$ cat config.mk
export PLATFORM = sky130hd
export DESIGN_NAME = pixel_frame_tx
export DESIGN_NICKNAME = d
export VERILOG_FILES = /design/src/rtl/pixel_frame_tx.sv
export SDC_FILE = /design/constraint.sdc
export NUM_CORES = 1
export LEC_CHECK = 0
export CORE_ASPECT_RATIO = 1.4
export CORE_MARGIN = 2
export CORE_UTILIZATION = 35
export CTS_CLUSTER_DIAMETER = 50
export DETAILED_ROUTE_END_ITERATION = 12
export PLACE_DENSITY = 0.62
export SLEW_MARGIN = 20
export SYNTH_ARGS = -nofsm -noshare
export SYNTH_HDL_FRONTEND = slang
export SYNTH_SLANG_ARGS = --single-unit
$ cat constraint.sdc
create_clock -name clk -period 2.45 [get_ports clk]
set_input_delay 0.3675 -clock clk [delete_from_list [all_inputs] [get_ports clk]]
set_output_delay 0.3675 -clock clk [all_outputs]
set_load 0.005 [all_outputs]
$ cat src/rtl/pixel_frame_tx.sv
// Frame transmitter: buffers one N x M frame of pixels and streams it as a single
// contiguous data_valid burst once the downstream filter signals fill_now.
module pixel_frame_tx #(
  parameter int N  = 5,
  parameter int M  = 5,
  parameter int DW = 8,
  parameter int AW = 5
) (
  input  logic          clk,
  input  logic          rst_n,
  input  logic          i_wr_en,
  input  logic [AW-1:0] i_wr_addr,
  input  logic [DW-1:0] i_wr_data,
  input  logic          i_start,
  input  logic          i_loop,
  input  logic          i_fill_now,
  output logic [DW-1:0] o_din,
  output logic          o_data_valid,
  output logic          o_busy,
  output logic          o_frame_done,
  output logic          o_wr_err,
  output logic [15:0]   o_frame_cnt
);

  localparam int              FS        = N * M;
  localparam logic [AW:0]     FS_EXT    = (AW+1)'(FS);
  localparam logic [AW-1:0]   LAST_ADDR = AW'(FS - 1);

  typedef enum logic [1:0] {IDLE, WAIT_RDY, SEND, DONE} state_t;

  state_t        r_state;
  logic [DW-1:0] r_buf [FS];
  logic [AW-1:0] r_rd_ptr;
  logic          r_last;

  logic          w_addr_ok;
  logic          w_wr_accept;
  logic          w_rd_en;
  logic [AW-1:0] w_rd_addr;

  assign w_addr_ok   = ({1'b0, i_wr_addr} < FS_EXT);
  assign w_wr_accept = i_wr_en && (r_state == IDLE) && w_addr_ok;

  // Single synchronous read port; o_din is the registered read data itself.
  assign w_rd_en   = ((r_state == WAIT_RDY) && i_fill_now) || ((r_state == SEND) && !r_last);
  assign w_rd_addr = (r_state == SEND) ? r_rd_ptr : '0;

  always_ff @(posedge clk) begin
    if (w_wr_accept) begin
      r_buf[i_wr_addr] <= i_wr_data;
    end
  end

  always_ff @(posedge clk or negedge rst_n) begin
    if (!rst_n) begin
      r_state      <= IDLE;
      r_rd_ptr     <= '0;
      r_last       <= 1'b0;
      o_din        <= '0;
      o_data_valid <= 1'b0;
      o_busy       <= 1'b0;
      o_frame_done <= 1'b0;
      o_wr_err     <= 1'b0;
      o_frame_cnt  <= '0;
    end else begin
      o_frame_done <= 1'b0;
      o_wr_err     <= i_wr_en && !w_wr_accept;

      if (w_rd_en) begin
        o_din <= r_buf[w_rd_addr];
      end

      case (r_state)
        IDLE: begin
          if (i_start) begin
            r_state <= WAIT_RDY;
            o_busy  <= 1'b1;
          end
        end
        WAIT_RDY: begin
          if (i_fill_now) begin
            r_state      <= SEND;
            o_data_valid <= 1'b1;
            r_rd_ptr     <= AW'(1);
            r_last       <= (FS == 1);
          end
        end
        SEND: begin
          // r_last marks that the final pixel is already on o_din.
          if (r_last) begin
            r_state      <= DONE;
            o_data_valid <= 1'b0;
            r_rd_ptr     <= '0;
            r_last       <= 1'b0;
            o_frame_cnt  <= o_frame_cnt + 16'd1;
            o_frame_done <= 1'b1;
          end else begin
            r_rd_ptr <= r_rd_ptr + 1'b1;
            r_last   <= (r_rd_ptr == LAST_ADDR);
          end
        end
        DONE: begin
          if (i_loop) begin
            r_state <= WAIT_RDY;
          end else begin
            r_state <= IDLE;
            o_busy  <= 1'b0;
          end
        end
        default: begin
          r_state      <= IDLE;
          o_busy       <= 1'b0;
          o_data_valid <= 1'b0;
        end
      endcase
    end
  end

endmodule

## Word-level counts from Yosys, hierarchy flattened

Memories as Yosys holds them, arrays and structs flattened. A register that Yosys moved wholly into a read port is not among the register bits.
Index checks and enable logic that the tools add are counted.

| word-level totals | value |
|---|---|
| bits in writable memories | 200 |
| input bits | 19 |
| register bits after elaboration | 28 |
| memory bits (read-only) | 0 |
| logic and storage cells | 59 |
| latch bits | 0 |
| memories kept | 1 |
| output and inout port bits | 28 |

Memories:

| memory | words | bits a word | rd ports | clocked after Yosys merged registers in | wr ports | line | text |
|---|---|---|---|---|---|---|---|
| r_buf | 25 | 8 | 1 | 1 | 1 | 32 | `logic [DW-1:0] r_buf [FS];` |

| cells by class | value |
|---|---|
| add/subtract/negate cells | 2 |
| equal/unequal tests | 8 |
| multiplexer cells | 22 |
| $lt $le $gt $ge | 1 |
| multiply operators | 0 |
| shift-type cells | 0 |
| divide/modulo/power cells | 0 |
| bitwise logic cells | 0 |
| reduce and logical (&&, ||, !) cells | 17 |

Operator list:

| operator | count |
|---|---|
| adder 16 x 1 -> 16 bit (second input constant) | 1 |
| two-way mux 5 bit | 3 |
| two-way mux 1 bit | 11 |
| case mux 5 bit (2 select lines) | 1 |
| AND reduction 3 bit | 3 |
| inequality test 2 bit (second input constant) | 4 |
| case mux 2 bit (4 select lines) | 1 |
| two-way mux 2 bit | 3 |
| case mux 1 bit (2 select lines) | 3 |
| adder 5 x 1 -> 5 bit (second input constant) | 1 |
| == test 5 bit (second input constant) | 1 |
| logical AND 1 bit | 5 |
| < comparator 5 bit (second input constant) | 1 |
| == test 2 bit (second input constant) | 2 |
| AND reduction 2 bit | 2 |
| nonzero test 2 bit | 2 |
| logical NOT 1 bit | 3 |
| == test 2 x 1 -> 1 bit (second input constant) | 1 |
| logical NOT 2 bit | 1 |
| logical OR 1 bit | 1 |

## Logic depth before layout (Yosys ltp)

| depth | value |
|---|---|
| depth in word-level cells | 5 |
| mapped depth | 9 |
| gate-level depth less buffers | 7 |

## Least setup slack after synthesis

Ideal clock, no wire load.

| path | value |
|---|---|
| path kind | register -> register |
| start | register r_state[0] |
| end | memory r_buf[22][0], enable pin |
| arrival time | 1.832 ns |
| library setup time | 0.370 ns |
| cell stages (with the launch flop) | 7 |
| slack | 0.248 ns |
| path through | dfrtp_1 inv_1 ha_1 o211ai_1 or3b_2 clkbuf_1 nor2_1 |

| between the ends | value |
|---|---|
| word-level cells in the longest chain between the ends | 5 |

RTL lines:

| what | line | text |
|---|---|---|
| from (decl) | 31 | `state_t r_state;` |
| from (signal assigned) | 56 | `r_state <= IDLE;` |
| from (signal assigned) | 76 | `r_state <= WAIT_RDY;` |
| from (signal assigned) | 82 | `r_state <= SEND;` |
| logical NOT 2 bit | 42 | `assign w_wr_accept = i_wr_en && (r_state == IDLE) && w_addr_ok;` |
| logical AND 1 bit (2 in a row) | 42 |  |
| two-way mux 1 bit | 49 | `if (w_wr_accept) begin` |
| two-way mux 1 bit (implied by the code) | 50 | `r_buf[i_wr_addr] <= i_wr_data;` |
| to (decl) | 32 |  |

No other way between the ends.

## Worst setup path in the final report

| path | value |
|---|---|
| start | register r_state[0] |
| end | register o_din[2] (read register of r_buf) |

| between the ends | value |
|---|---|
| word-level cells in the longest chain between the ends | 3 |

RTL lines:

| what | line | text |
|---|---|---|
| == test 2 x 1 -> 1 bit / == test 2 bit (equally long branches) | 45, 46 |  |
| logical AND 1 bit | 45 | `assign w_rd_en = ((r_state == WAIT_RDY) && i_fill_now) \|\| ((r_state == SEND) && !r_last);` |
| logical OR 1 bit | 45 |  |
| to (decl) | 17 | `output logic [DW-1:0] o_din,` |

Several ways; a longest one is shown, not always the timed one.
A chain may end at the register's enable or synchronous reset.

==> flow_summary.yaml <==
outcome:
  outcome: "complete, no violations"
logic_synthesis:
  synth_edf_count: 200
  ys.flop_type: "edfxtp_1"
  ys_seq_area_share_pct: 71.2
  synthAdderAreaFrac_pct: 0.903
  synth_top_family_by_area: "multiplexers"
  synth_cell_types: 41
  synth-simple-area-share_pct: 8.12
  synth_compound_area_share_pct: 8.09
  synthXorXnorAreaFrac_pct: 1.35
  ys_seq_elements: 236
  synth_warnings: 0
  synth.largest_area_cell: "edfxtp_1"
  syn_area_per_cell_um2: 15.0
  netlist_instances: 647
  synthTopCellsByCount: "200 x edfxtp_1, 65 x mux2_2, 54 x nor2_1, 50 x nand2_1, 36 x dfrtp_1"
  syn_area_um2: 9700
  ys_async_sr_fraction_pct: 15.3
  netlist.area_leader.share_pct: 61.9
  yosysMostFrequentCell: "edfxtp_1"
  synthMuxAreaShare_pct: 8.37
  synth_area_leaders: "edfxtp_1 62%, dfrtp_1 9.3%, mux2_2 7.5%"
  syn-num-nets: 673
power:
  powerDensity_nw_per_um2: 888
  p_leak_nw: 4.04
  power_mw: 10.4
  ir_drop_v: 0.000421
clocking:
  cts_root_buffer: "clkbuf_16"
  cts-hold-fix-buffers: 1
  cts.path.max_buffers: 3
  ctsResizeCount: 0
  worstSkewPairLatency_ns: 0.52
  cts_sinks: 236
  clk_pin_slew_ns: 0.06
  htree_levels: 1
  post_cts_buffers: 0
  cts_tree: "yes"
  cts_buffers: 24
setup_path:
  path_cells: "inv_1 > ha_1 > buf_12 > o21ai_1 > buf_4 > nand2_1 > a211oi_1 > nor3_1 > nor3_1"
  timing.rr.start: "r_state[0]"
  critPathMaxStageDelay_ns: 0.43
  path_class: "register to register"
  cp_slowest_cell: "dfrtp_1"
  cp.arrival_ns: 2.66
  path_common_cell: "nor3_1"
  setup.worst_path.start: "r_state[0]"
  worst-path-max-fanout: 32
  crit_family: "buffers and inverters"
  startpoint_type: "register"
  end_kind: "register"
  worst-path-buf-inv: 3
  crit_required_ns: 2.88
floorplan:
  dieArea_um2: 29100
  io_pins: 47
  die_h_um: 201
  rows: 72
  core_um2: 27500
  fp.dieW_um: 145
  initial_core_util_pct: 35.3
route:
  num_vias: 5687
  drt_wl_total_um: 22100
  routedWlPerCell_um: 19.6
  drc: 0
  ant_nets: 0
  first_iter_violations: 369
  viasPerCell: 5.05
  first_pass_iters: 5
sta:
  rsz0062_at_grt: "no"
  maxSlewViolCount: 0
  setup_viol: 0
  skew_ns: 0.0139
  relSlewSlack_pct: 47.2
  max_freq_mhz: 448
  fin_crit_ns: 2.23
  setup_tns_ns: 0
  tightest_slew_ns: 0.792
  post-route-period-util_pct: 91.1
  hold_viol_final: 0
global_route:
  grt_pass1_vias: 5802
  grt_util_all_layers_pct: 15.2
  grt_overflow: 0
  grt_pass1_wl_um: 33000
  antenna_found_initial: 0
  grt_max_degree: 57
final_layout:
  nNetsFinal: 766
  layout-drive-gt1-share_pct: 22.3
  multi_input_area_um2: 2600
  fill_cells: 2442
  final_area_um2: 11800
  fin_util_pct: 42.8
  num_antenna_cells: 0
  area_delta_synth_final_pct: 21.4
  regArea_um2: 6910
placed_design:
  hpwl_um: 14500
  io_buffer_count: 46
  dpl_cell_area_um2: 10900
  gp_congestion: 0.824
job:
  cap_violations: 0
hold_path:
  hp-class: "input pin to async pin"
final timing paths:
kind | cells past startpoint | end | slack, ns
min | 2 | o_frame_cnt[7] | 0.48
min in group clk | 1 | o_frame_cnt[15] | 0.48
min reg2reg | 1 | o_frame_cnt[15] | 0.48
max reg2reg | 9 | o_din[2] | 0.22
max | 9 | o_din[2] | 0.22
max in group asynchronous | 2 | r_rd_ptr[1] | 1.43
flip-flops by register name, summed over array words and instances (netlist names):
signal and flops:
o_busy 1, o_data_valid 1, o_din 8, o_frame_cnt 16, o_frame_done 1, o_wr_err 1
r_buf 200, r_last 1, r_rd_ptr 5, r_state 2
cell usage in the layout (no fill, tap or decap), types with 3 or more instances in the layout:
| master | n |
|---|---|
| and2_1 | 19 |
| o22ai_1 | 24 |
| or3_1 | 3 |
| ha_1 | 7 |
| a221oi_1 | 4 |
| o221ai_1 | 16 |
| a221oi_2 | 4 |
| a21oi_1 | 6 |
| dfrtp_1 | 34 |
| mux2i_1 | 8 |
| bufinv_16 | 4 |
| clkinv_1 | 4 |
| clkdlybuf4s50_1 | 45 |
| nand2_1 | 50 |
| nand3_1 | 4 |
| inv_1 | 5 |
| clkbuf_16 | 25 |
| xor2_1 | 6 |
| a21o_1 | 9 |
| edfxtp_1 | 200 |
| nand3b_1 | 3 |
| clkinv_4 | 3 |
| buf_12 | 5 |
| nor2_1 | 54 |
| nand4_1 | 6 |
| nor3_1 | 19 |
| nand2b_1 | 3 |
| a32o_1 | 8 |
| buf_4 | 51 |
| clkinv_2 | 3 |
| a211oi_1 | 16 |
| o21ai_0 | 12 |
| xnor2_1 | 9 |
| mux2_2 | 65 |
cells by family after synthesis:
family | Yosys count
multiplexers | 73
flip-flops | 236
AND/OR/NAND/NOR | 170
buffers and inverters | 41
adder cells (fa/ha/maj) | 7
AO/OA/AOI/OAI | 105
XOR/XNOR | 15
through the flow:
stage | setup WS (ns) | instances | hold slack (ns)
2_1_floorplan | 0.248 | 647 | 0.0719
3_3_place_gp | -0.00740 | 1083 | 0.461
3_5_place_dp | -0.0297 | 1083 | 0.480
4_1_cts | 0.250 | 1127 | 0.490
5_1_grt | 0.0634 | 1127 | 0.496
6_report | 0.218 | 1127 | 0.478
layer usage:
metal	vias to the layer above	share of wire [%]	GRT usage, %
li1	2670	-	-
met1	2807	40	18.0
met2	168	53	27.8
met3	42	4.1	1.93
met4	0	3.0	5.44
met5	-	0	0
final cells by class:
cell class | count | area share [%]
Inverter | 5 | 0.159
Clock buffer | 26 | 5.35
Timing Repair Buffer | 103 | 8.06
Multi-Input combinational cell | 370 | 22.1
Clock inverter | 17 | 1.70
Sequential cell | 236 | 58.7
Tap cell | 370 | 3.93
power by group:
| part | switching, mW | leakage, nW | internal (mW) | total [mW] |
|---|---|---|---|---|
| sequential | 0.0982 | 2.25 | 4.50 | 4.60 |
| clock | 1.49 | 0.401 | 2.29 | 3.78 |
| combinational | 1.16 | 1.39 | 0.910 | 2.08 |
(Power assumes the default switching activity.)
